**config.mk**
```make
export PLATFORM = sky130hd
export DESIGN_NAME = bottling_ctrl
export DESIGN_NICKNAME = d
export VERILOG_FILES = /design/src/rtl/bottling_ctrl.sv
export SDC_FILE = /design/constraint.sdc
export NUM_CORES = 1
export LEC_CHECK = 0
export CORE_MARGIN = 2
export CORE_UTILIZATION = 50
export DETAILED_ROUTE_END_ITERATION = 8
export GPL_TIMING_DRIVEN = 0
export PLACE_DENSITY = 0.76
export REMOVE_ABC_BUFFERS = 1
export SETUP_SLACK_MARGIN = 0.3
export SYNTH_ARGS = -nofsm -noshare
export SYNTH_HDL_FRONTEND = slang
export SYNTH_SLANG_ARGS = --single-unit
```
**constraint.sdc**
```tcl
create_clock -name i_clock -period 3.3 [get_ports i_clock]
set_input_delay 0.495 -clock i_clock [delete_from_list [all_inputs] [get_ports i_clock]]
set_output_delay 0.495 -clock i_clock [all_outputs]
set_load 0.01 [all_outputs]
```
**src/rtl/bottling_ctrl.sv**
```systemverilog
// Pill-bottling controller: power toggle, per-bottle limit check, paced pill fill,
// bottle-change dwell and an optional batch target that stops in DONE.
module bottling_ctrl #(
    parameter int PILL_W        = 5,
    parameter int BOTTLE_W      = 10,
    parameter int MAX_PILLS     = 20,
    parameter int TICK_DIV      = 4,
    parameter int CHANGE_CYCLES = 2
) (
    input  logic                i_clock,
    input  logic                i_rst_n,
    input  logic                i_powerBtn,
    input  logic                i_restart,
    input  logic                i_pause,
    input  logic [PILL_W-1:0]   i_perBottle,
    input  logic [BOTTLE_W-1:0] i_targetBottles,
    output logic                o_power,
    output logic [2:0]          o_state,
    output logic [PILL_W-1:0]   o_pillCount,
    output logic [BOTTLE_W-1:0] o_bottleCount,
    output logic                o_pillPulse,
    output logic                o_error,
    output logic                o_change,
    output logic                o_done
);

    typedef enum logic [2:0] {
        ST_OFF    = 3'd0,
        ST_CHECK  = 3'd1,
        ST_FILL   = 3'd2,
        ST_CHANGE = 3'd3,
        ST_DONE   = 3'd4
    } BottleState;

    localparam int TICK_W = (TICK_DIV > 1) ? $clog2(TICK_DIV) : 1;
    localparam int CHG_W  = (CHANGE_CYCLES > 1) ? $clog2(CHANGE_CYCLES) : 1;
    localparam logic [TICK_W-1:0] TICK_LAST = TICK_W'(TICK_DIV - 1);
    localparam logic [CHG_W-1:0]  CHG_LAST  = CHG_W'(CHANGE_CYCLES - 1);
    localparam logic [PILL_W-1:0] PILL_MAX  = PILL_W'(MAX_PILLS);

    logic                r_btnS1;
    logic                r_btnS2;
    logic                r_btnD;
    logic                r_power;
    BottleState          r_state;
    logic [PILL_W-1:0]   r_pillCount;
    logic [BOTTLE_W-1:0] r_bottleCount;
    logic [TICK_W-1:0]   r_tick;
    logic [CHG_W-1:0]    r_chgTimer;
    logic [PILL_W-1:0]   r_limit;
    logic [BOTTLE_W-1:0] r_target;
    logic                r_error;
    logic                r_pillPulse;

    BottleState          w_stateNext;
    logic [PILL_W-1:0]   w_pillNext;
    logic [BOTTLE_W-1:0] w_bottleNext;
    logic [TICK_W-1:0]   w_tickNext;
    logic [CHG_W-1:0]    w_chgNext;
    logic [PILL_W-1:0]   w_limitNext;
    logic [BOTTLE_W-1:0] w_targetNext;
    logic                w_errorNext;
    logic                w_pulseNext;
    logic                w_powerEdge;
    logic [BOTTLE_W-1:0] w_bottleInc;
    logic                w_perBottleBad;

    assign w_powerEdge    = r_btnS2 & ~r_btnD;
    assign w_bottleInc    = r_bottleCount + BOTTLE_W'(1);
    assign w_perBottleBad = (i_perBottle == '0) || (i_perBottle > PILL_MAX);

    // Synchronise the raw button, detect its rising edge and toggle power on it.
    always_ff @(posedge i_clock or negedge i_rst_n) begin
        if (!i_rst_n) begin
            r_btnS1 <= 1'b0;
            r_btnS2 <= 1'b0;
            r_btnD  <= 1'b0;
            r_power <= 1'b0;
        end else begin
            r_btnS1 <= i_powerBtn;
            r_btnS2 <= r_btnS1;
            r_btnD  <= r_btnS2;
            r_power <= r_power ^ w_powerEdge;
        end
    end

    // Next-state and datapath decisions; power-off beats restart, restart beats everything else.
    always_comb begin
        w_stateNext  = r_state;
        w_pillNext   = r_pillCount;
        w_bottleNext = r_bottleCount;
        w_tickNext   = r_tick;
        w_chgNext    = r_chgTimer;
        w_limitNext  = r_limit;
        w_targetNext = r_target;
        w_errorNext  = r_error;
        w_pulseNext  = 1'b0;
        if (!r_power) begin
            w_stateNext  = ST_OFF;
            w_pillNext   = '0;
            w_bottleNext = '0;
            w_tickNext   = '0;
            w_chgNext    = '0;
            w_errorNext  = 1'b0;
        end else if (i_restart && (r_state != ST_OFF)) begin
            w_stateNext  = ST_CHECK;
            w_pillNext   = '0;
            w_bottleNext = '0;
            w_tickNext   = '0;
            w_errorNext  = 1'b0;
        end else begin
            case (r_state)
                ST_OFF: begin
                    w_stateNext = ST_CHECK;
                end
                ST_CHECK: begin
                    w_limitNext  = i_perBottle;
                    w_targetNext = i_targetBottles;
                    if (w_perBottleBad) begin
                        w_errorNext = 1'b1;
                    end else begin
                        w_errorNext = 1'b0;
                        w_tickNext  = '0;
                        w_stateNext = ST_FILL;
                    end
                end
                ST_FILL: begin
                    if (!i_pause) begin
                        if (r_pillCount == r_limit) begin
                            w_stateNext = ST_CHANGE;
                            w_chgNext   = CHG_LAST;
                        end else if (r_tick == TICK_LAST) begin
                            w_tickNext  = '0;
                            w_pillNext  = r_pillCount + PILL_W'(1);
                            w_pulseNext = 1'b1;
                        end else begin
                            w_tickNext = r_tick + TICK_W'(1);
                        end
                    end
                end
                ST_CHANGE: begin
                    if (!i_pause) begin
                        if (r_chgTimer == '0) begin
                            w_pillNext   = '0;
                            w_bottleNext = w_bottleInc;
                            if ((r_target != '0) && (w_bottleInc == r_target)) begin
                                w_stateNext = ST_DONE;
                            end else begin
                                w_tickNext  = '0;
                                w_stateNext = ST_FILL;
                            end
                        end else begin
                            w_chgNext = r_chgTimer - CHG_W'(1);
                        end
                    end
                end
                ST_DONE: begin
                    w_stateNext = ST_DONE;
                end
                default: begin
                    w_stateNext = ST_OFF;
                end
            endcase
        end
    end

    // Register the controller state, counters and strobes.
    always_ff @(posedge i_clock or negedge i_rst_n) begin
        if (!i_rst_n) begin
            r_state       <= ST_OFF;
            r_pillCount   <= '0;
            r_bottleCount <= '0;
            r_tick        <= '0;
            r_chgTimer    <= '0;
            r_limit       <= '0;
            r_target      <= '0;
            r_error       <= 1'b0;
            r_pillPulse   <= 1'b0;
        end else begin
            r_state       <= w_stateNext;
            r_pillCount   <= w_pillNext;
            r_bottleCount <= w_bottleNext;
            r_tick        <= w_tickNext;
            r_chgTimer    <= w_chgNext;
            r_limit       <= w_limitNext;
            r_target      <= w_targetNext;
            r_error       <= w_errorNext;
            r_pillPulse   <= w_pulseNext;
        end
    end

    assign o_power       = r_power;
    assign o_state       = r_state;
    assign o_pillCount   = r_pillCount;
    assign o_bottleCount = r_bottleCount;
    assign o_pillPulse   = r_pillPulse;
    assign o_error       = r_error;
    assign o_change      = (r_state == ST_CHANGE);
    assign o_done        = (r_state == ST_DONE);

endmodule

```
After elaboration in Yosys (flattened, before gate mapping)
Cells that the tools add are included.
W data, S select, Z words.
{ "totals": {"register_bits": 42, "latchBits": 0, "ramBits": 0, "rom_bits": 0, "inputBits": 20, "memories": 0} }
{ "op_classes": {"n_addsub": 4, "multipliers": 0, "div_mod_pow": 0, "magnitude_cmp": 1, "n_eq_ne": 26, "n_shift": 0, "mux": 49, "n_bitwise": 4, "reduce_logical": 13} }
{ "op_table": {"columns": ["op", "count"], "rows": [
  ["$mux W10", 5],
  ["$mux W5", 7],
  ["$mux W3", 8],
  ["$ne A4 B4 Y1 const B", 6],
  ["$mux W2", 9],
  ["$mux W1", 16],
  ["$pmux W3 S5", 1],
  ["$ne A3 B2 Y1 const B", 4],
  ["$add A10 B1 Y10 const B", 1],
  ["$eq A10 B10 Y1", 1],
  ["$pmux W5 S2", 1],
  ["$reduce_and A5 Y1", 2],
  ["$reduce_bool A10 Y1", 1],
  ["$ne A3 B3 Y1 const B", 3],
  ["$ne A4 B3 Y1 const B", 2],
  ["$reduce_and A7 Y1", 1],
  ["$eq A3 B2 Y1 const B", 2],
  ["$pmux W2 S3", 1],
  ["$reduce_and A3 Y1", 2],
  ["$reduce_and A6 Y1", 1],
  ["$add A5 B1 Y5 const B", 1],
  ["$eq A5 B5 Y1", 1],
  ["$gt A5 B5 Y1 const B", 1],
  ["$logic_not A5 Y1", 1],
  ["17 further kinds", 19]
]} }

Longest topological paths before layout
Gate-level depths: netlist of the first run.
{ "depth": {"depth_word": 9, "mapped_depth": 10} }

Worst setup path before layout of the first run
No wires, ideal clock.
{ "synth_path": {"kind": "register to register", "startpoint": "register r_state[2] (netlist: o_state[2])", "endpoint": "register r_bottleCount[9] (netlist: o_bottleCount[9])", "setup_time_ns": 0.130, "arrival_ns": 1.732, "required_ns": 3.170, "slack_ns": 1.438, "path_stages_with_launch": 11, "path_buffers": 3, "path_cell_list": "dfrtp_1 buf_6 nand2b_1 or2_1 buf_2 inv_2 and2_1 buf_2 a31oi_1 o21ai_0 o31ai_1"} }
{ "synth_via": {"elab_cells_between_ends": 9, "cone_classes": "eq/ne: 4; mux: 2; reduce/logical: 3"} }
{ "synth_lines": {"columns": ["element", "line", "rtl"], "rows": [
  ["from (decl)", "45", "BottleState r_state;"],
  ["from (signal assigned)", "180", "r_state <= w_stateNext;"],
  ["$eq A3 B2 Y1", null, null],
  ["named net o_change", "23", "output logic o_change,"],
  ["$ne A3 B2 Y1 (no line)", null, null],
  ["$reduce_and A3 Y1 (no line)", null, null],
  ["to (signal assigned)", "182", "r_bottleCount <= w_bottleNext;"],
  ["to (decl)", "47", "logic [BOTTLE_W-1:0] r_bottleCount;"]
]} }
The timed path passes the listed nets, and every way through them passes these cells.
A chain may end at the register's enable or synchronous reset.

Worst setup path after layout of the first run
{ "layout_path": {"startpoint": "input i_restart", "endpoint": "register r_pillCount[3] (netlist: o_pillCount[3])"} }
{ "layout_via": {"elab_chain_cells": 3, "elab_cells_between_ends": 10, "cone_classes": "eq/ne: 6; mux: 2; reduce/logical: 2"} }
{ "layout_lines": {"columns": ["element", "line", "rtl"], "rows": [
  ["from (decl)", "13", "input logic i_restart,"],
  ["$logic_and A1 B1 Y1 (*)", "105", "end else if (i_restart && (r_state != ST_OFF)) begin"],
  ["$ne A4 B4 Y1 (no line), or another cell as far along", null, null],
  ["$reduce_and A6 Y1 (no line) / $mux W5 (equally long branches)", null, null],
  ["to (signal assigned)", "181", "r_pillCount <= w_pillNext;"],
  ["to (decl)", "46", "logic [PILL_W-1:0] r_pillCount;"]
]} }
Every way passes the cells marked *; elsewhere a longest branch is shown, timed or not.

==> results of run 1 <==
-- worst max-delay path: cells and delay by family --
family,cells,cell delay [ps]
compound gates,2,1350
simple gates,2,580
buf+inv,2,690
-- cell usage after synthesis, drive strengths merged, types with 2 or more instances --
cell | instances | area share (%)
dfrtp | 42 | 44
o21ai | 28 | 5.8
nand2 | 17 | 2.6
mux2 | 15 | 7.0
nand3 | 15 | 3.1
nor2 | 15 | 2.3
xnor2 | 11 | 4.0
inv | 9 | 1.4
o31ai | 8 | 2.5
and3 | 7 | 1.8
buf | 7 | 2.0
clkbuf | 7 | 1.1
a21oi | 6 | 1.2
nand2b | 6 | 1.6
nor3 | 6 | 1.2
xor2 | 5 | 1.8
nor2b | 4 | 1.0
o21a | 4 | 1.2
a31oi | 3 | 0.78
ha | 3 | 1.6
nand4 | 3 | 0.78
nor4 | 3 | 0.78
or4 | 3 | 0.93
and4 | 2 | 0.73
mux2i | 2 | 0.83
nor3b | 2 | 0.62
o22ai | 2 | 0.52
o2bb2ai | 2 | 0.73
o41ai | 2 | 0.73
-- cells by family after synthesis --
logic type                 count (synthesis)
adders and majority gates                  4
AOI/OAI and AO/OA                         65
muxes                                     17
and+or+nand+nor                           88
buffers and inverters                     23
xor gates and xnor gates                  16
DFF                                       42
-- cells in the final DEF (no fill, tap or decap), types with 2 or more instances in the layout --
| master | synthesis | layout |
|---|---|---|
| mux2i_1 | 2 | 2 |
| nand3_1 | 15 | 15 |
| clkdlybuf4s50_1 | 0 | 41 |
| a31oi_1 | 3 | 3 |
| a21oi_1 | 6 | 6 |
| nand2b_1 | 6 | 6 |
| and3_1 | 7 | 7 |
| nand4_1 | 3 | 3 |
| nor3_1 | 6 | 6 |
| o21ai_0 | 26 | 26 |
| nor2_1 | 15 | 15 |
| o21ai_1 | 2 | 2 |
| xnor2_1 | 11 | 11 |
| o2bb2ai_1 | 2 | 2 |
| nand2_1 | 17 | 17 |
| ha_1 | 3 | 3 |
| bufinv_16 | 0 | 2 |
| o41ai_1 | 2 | 2 |
| o22ai_1 | 2 | 2 |
| dfrtp_1 | 42 | 42 |
| xor2_1 | 5 | 5 |
| nor2b_1 | 4 | 4 |
| o21a_1 | 4 | 4 |
| nor3b_1 | 2 | 2 |
| o31ai_1 | 8 | 8 |
| inv_1 | 7 | 7 |
| and4_1 | 2 | 2 |
| inv_2 | 2 | 2 |
| mux2_2 | 15 | 15 |
| nor4_1 | 3 | 3 |
| clkbuf_8 | 0 | 6 |
| or4_1 | 3 | 3 |
-- per-layer routing --
layer | routed length [µm] | GRT usage, %
met5 | 0 | 0
met2 | 2521 | 31.65
met1 | 2462 | 30.90
met3 | 208 | 3.841
met4 | 89 | 7.475
-- area by class of cell --
| type | count | area, µm² | area share, % |
|---|---|---|---|
| multi-input cells | 190 | 1254 | 42.01 |
| inverters | 9 | 33.78 | 1.132 |
| repair buffers | 43 | 435.4 | 14.59 |
| well taps | 54 | 67.56 | 2.264 |
| flip-flops and latches | 42 | 1051 | 35.22 |
| clock inverters | 2 | 60.06 | 2.013 |
| clock buffers | 6 | 82.58 | 2.767 |
-- worst paths after layout --
| path | from | endpoint | cells after the start |
|---|---|---|---|
| hold / removal | i_rst_n | r_limit[1] | 1 |
| hold reg to reg | r_btnS1 | r_btnS2 | 0 |
| setup / recovery | i_restart | o_pillCount[3] | 6 |
| min in group i_clock | r_btnS1 | r_btnS2 | 0 |
| setup reg to reg | o_state[2] | o_pillCount[3] | 5 |
| max in group asynchronous | i_rst_n | o_bottleCount[2] | 2 |
-- where the power goes --
group | total (mW) | leakage (nW) | internal [mW] | switching (mW)
sequential | 0.786 | 0.543 | 0.642 | 0.144
combinational | 0.734 | 0.618 | 0.362 | 0.373
clock | 0.499 | 0.0714 | 0.323 | 0.176
total | 2.02 | 1.23 | 1.33 | 0.693
-- flip-flops by register name (all words and copies together), names as in the netlist --
signal         count
o_bottleCount     10
r_target          10
o_pillCount        5
r_limit            5
o_state            3
r_tick             2
o_error            1
o_pillPulse        1
o_power            1
r_btnD             1
r_btnS1            1
r_btnS2            1
r_chgTimer         1
-- metrics by stage --
step / cell area (µm²) / instances / setup slack (ps) / power (mW) / hold slack, ps
floorplan: 2338 / 241 / 1280 / 1.280 / 199.4
global placement: 2826 / 337 / 87.59 / 1.499 / 335.2
detailed placement: 2841 / 338 / 85.33 / 1.526 / 337.8
CTS: 2984 / 346 / 416.7 / 2.032 / 147.1
global route: 2984 / 346 / 322.3 / 2.159 / 164.3
finish: 2984 / 346 / 352.8 / 2.019 / 138.0
==> results by group, run 1 <==
Critical path
  • Crit path DAT: 3130 ps
  • Required @ worst endpoint: 3480 ps
  • Crit start category: primary input
  • CP max stage delay: 1100 ps
  • Crit path kind: in2reg
  • Critical Path Sink Type: register
  • Internal reg-to-reg setup slack: 590 ps
  • Slowest CP cell: o21ai_0
  • Worst-path cell chain: clkdlybuf4s50_1 > inv_2 > o21ai_0 > nor2_1 > and3_1 > a211o_1
  • Crit path max fanout: 12

STA
  • Setup Skew: 6.942 ps
  • Max-slew violations: 0
  • Setup TNS: 0 ps
  • Final hold vios: 0
  • Setup Viol. Count Final: 0
  • Unrepaired setup endpoints after global routing: no
  • Fin crit period: 2947 ps
  • Relative slew margins: 4.279%
  • FMAX: 0.3393 GHz
  • Slew @ Worst Pin: 1421 ps
  • Final Cycle Share: 89.31%

CTS
  • Max H-tree Level: 2
  • CTS tree: yes
  • CTS Buf Count: 5
  • Clk buf depth: 2
  • Clk root buf: clkbuf_8
  • Clk slew on worst S/H paths: 80 ps
  • Clock sink count: 42
  • Resize count post-CTS: 0
  • Clock Latency Late Sink: 290 ps
  • CTS Hold Bufs: 0
  • Post-CTS Setup Inserts: 0

Layout
  • # fillers: 391
  • Share of cells above drive strength 1: 9.589%
  • Diode count: 0
  • Final Util: 63.60%
  • Synth-to-Final Area Change: 23.70%
  • Final nets: 314

Power and ir drop
  • Leak pwr: 1.232 nW
  • Peak VDD IR: 0.4454 mV
  • Pwr Density: 676.6 nW/µm²

Synthesis
  • Flip-flop and latch count after synthesis: 42
  • Xor-xnor portion of the synthesized cell area: 5.809%
  • Synth Warn #: 0
  • Post-synthesis sequential area ratio: 43.57%
  • Post-synthesis mux area share: 7.832%
  • Simple-gate area share of the yosys netlist: 19.04%
  • Cell Area, Synth: 2412 µm²
  • Syn Area/Cell: 9.460 µm²
  • Post-synthesis compound-gate area fraction: 17.32%
  • Post-synth ARST share: 100.0%
  • Primary FF master, synth: dfrtp_1
  • Main combinational cell family by area after synthesis: simple AND/OR/NAND/NOR gates
  • Adder-Cell Fraction of Synth Area: 1.971%
  • Post-synthesis cell type count: 48
  • Cells after Synth: 255
  • Post-synth EDFFs: 0

GRT
  • Gr ovfl total: 0
  • Number of global-route vias before repair: 1850
  • Initial antenna violation count: 0
  • All-Layer GR Usage: 21.20%
  • First-pass GRT wire length: 8970 µm
  • Pin count of the biggest net entering global routing: 26

Floorplan
  • Placeable Area: 4692 µm²
  • Die area: 5396 µm²
  • Initial core utilization: 51.41%
  • Rows: 25
  • Die height: 73.46 µm
  • Width of the die: 73.46 µm
  • I/O pins: 43

Hold path
  • HP Class: in2async

Run
  • Max Cap Viol: 0

Route
  • Total Wirelength: 5281 µm
  • First-iteration detailed-routing DRC count: 258
  • Post-DR wirelength/cell: 15.26 µm
  • 1st-pass router iterations: 4
  • DR DRC count: 0
  • DR vias/cell: 5.928
  • Routed vias: 2051
  • Final ANT Viol Nets: 0

Outcome
  • Status: finished clean

Placement
  • IO Port Bufs: 42
  • RePlAce Congestion: 0.8383
  • Final HPWL DP: 3821 µm
(Power assumes the default switching activity.)
==> run 2, diff against run 1 <==
TNS_END_PERCENT = 100   (was default)
==> results of run 2 <==
No change in the layout: final DEF, timing and power equal those of run 1.
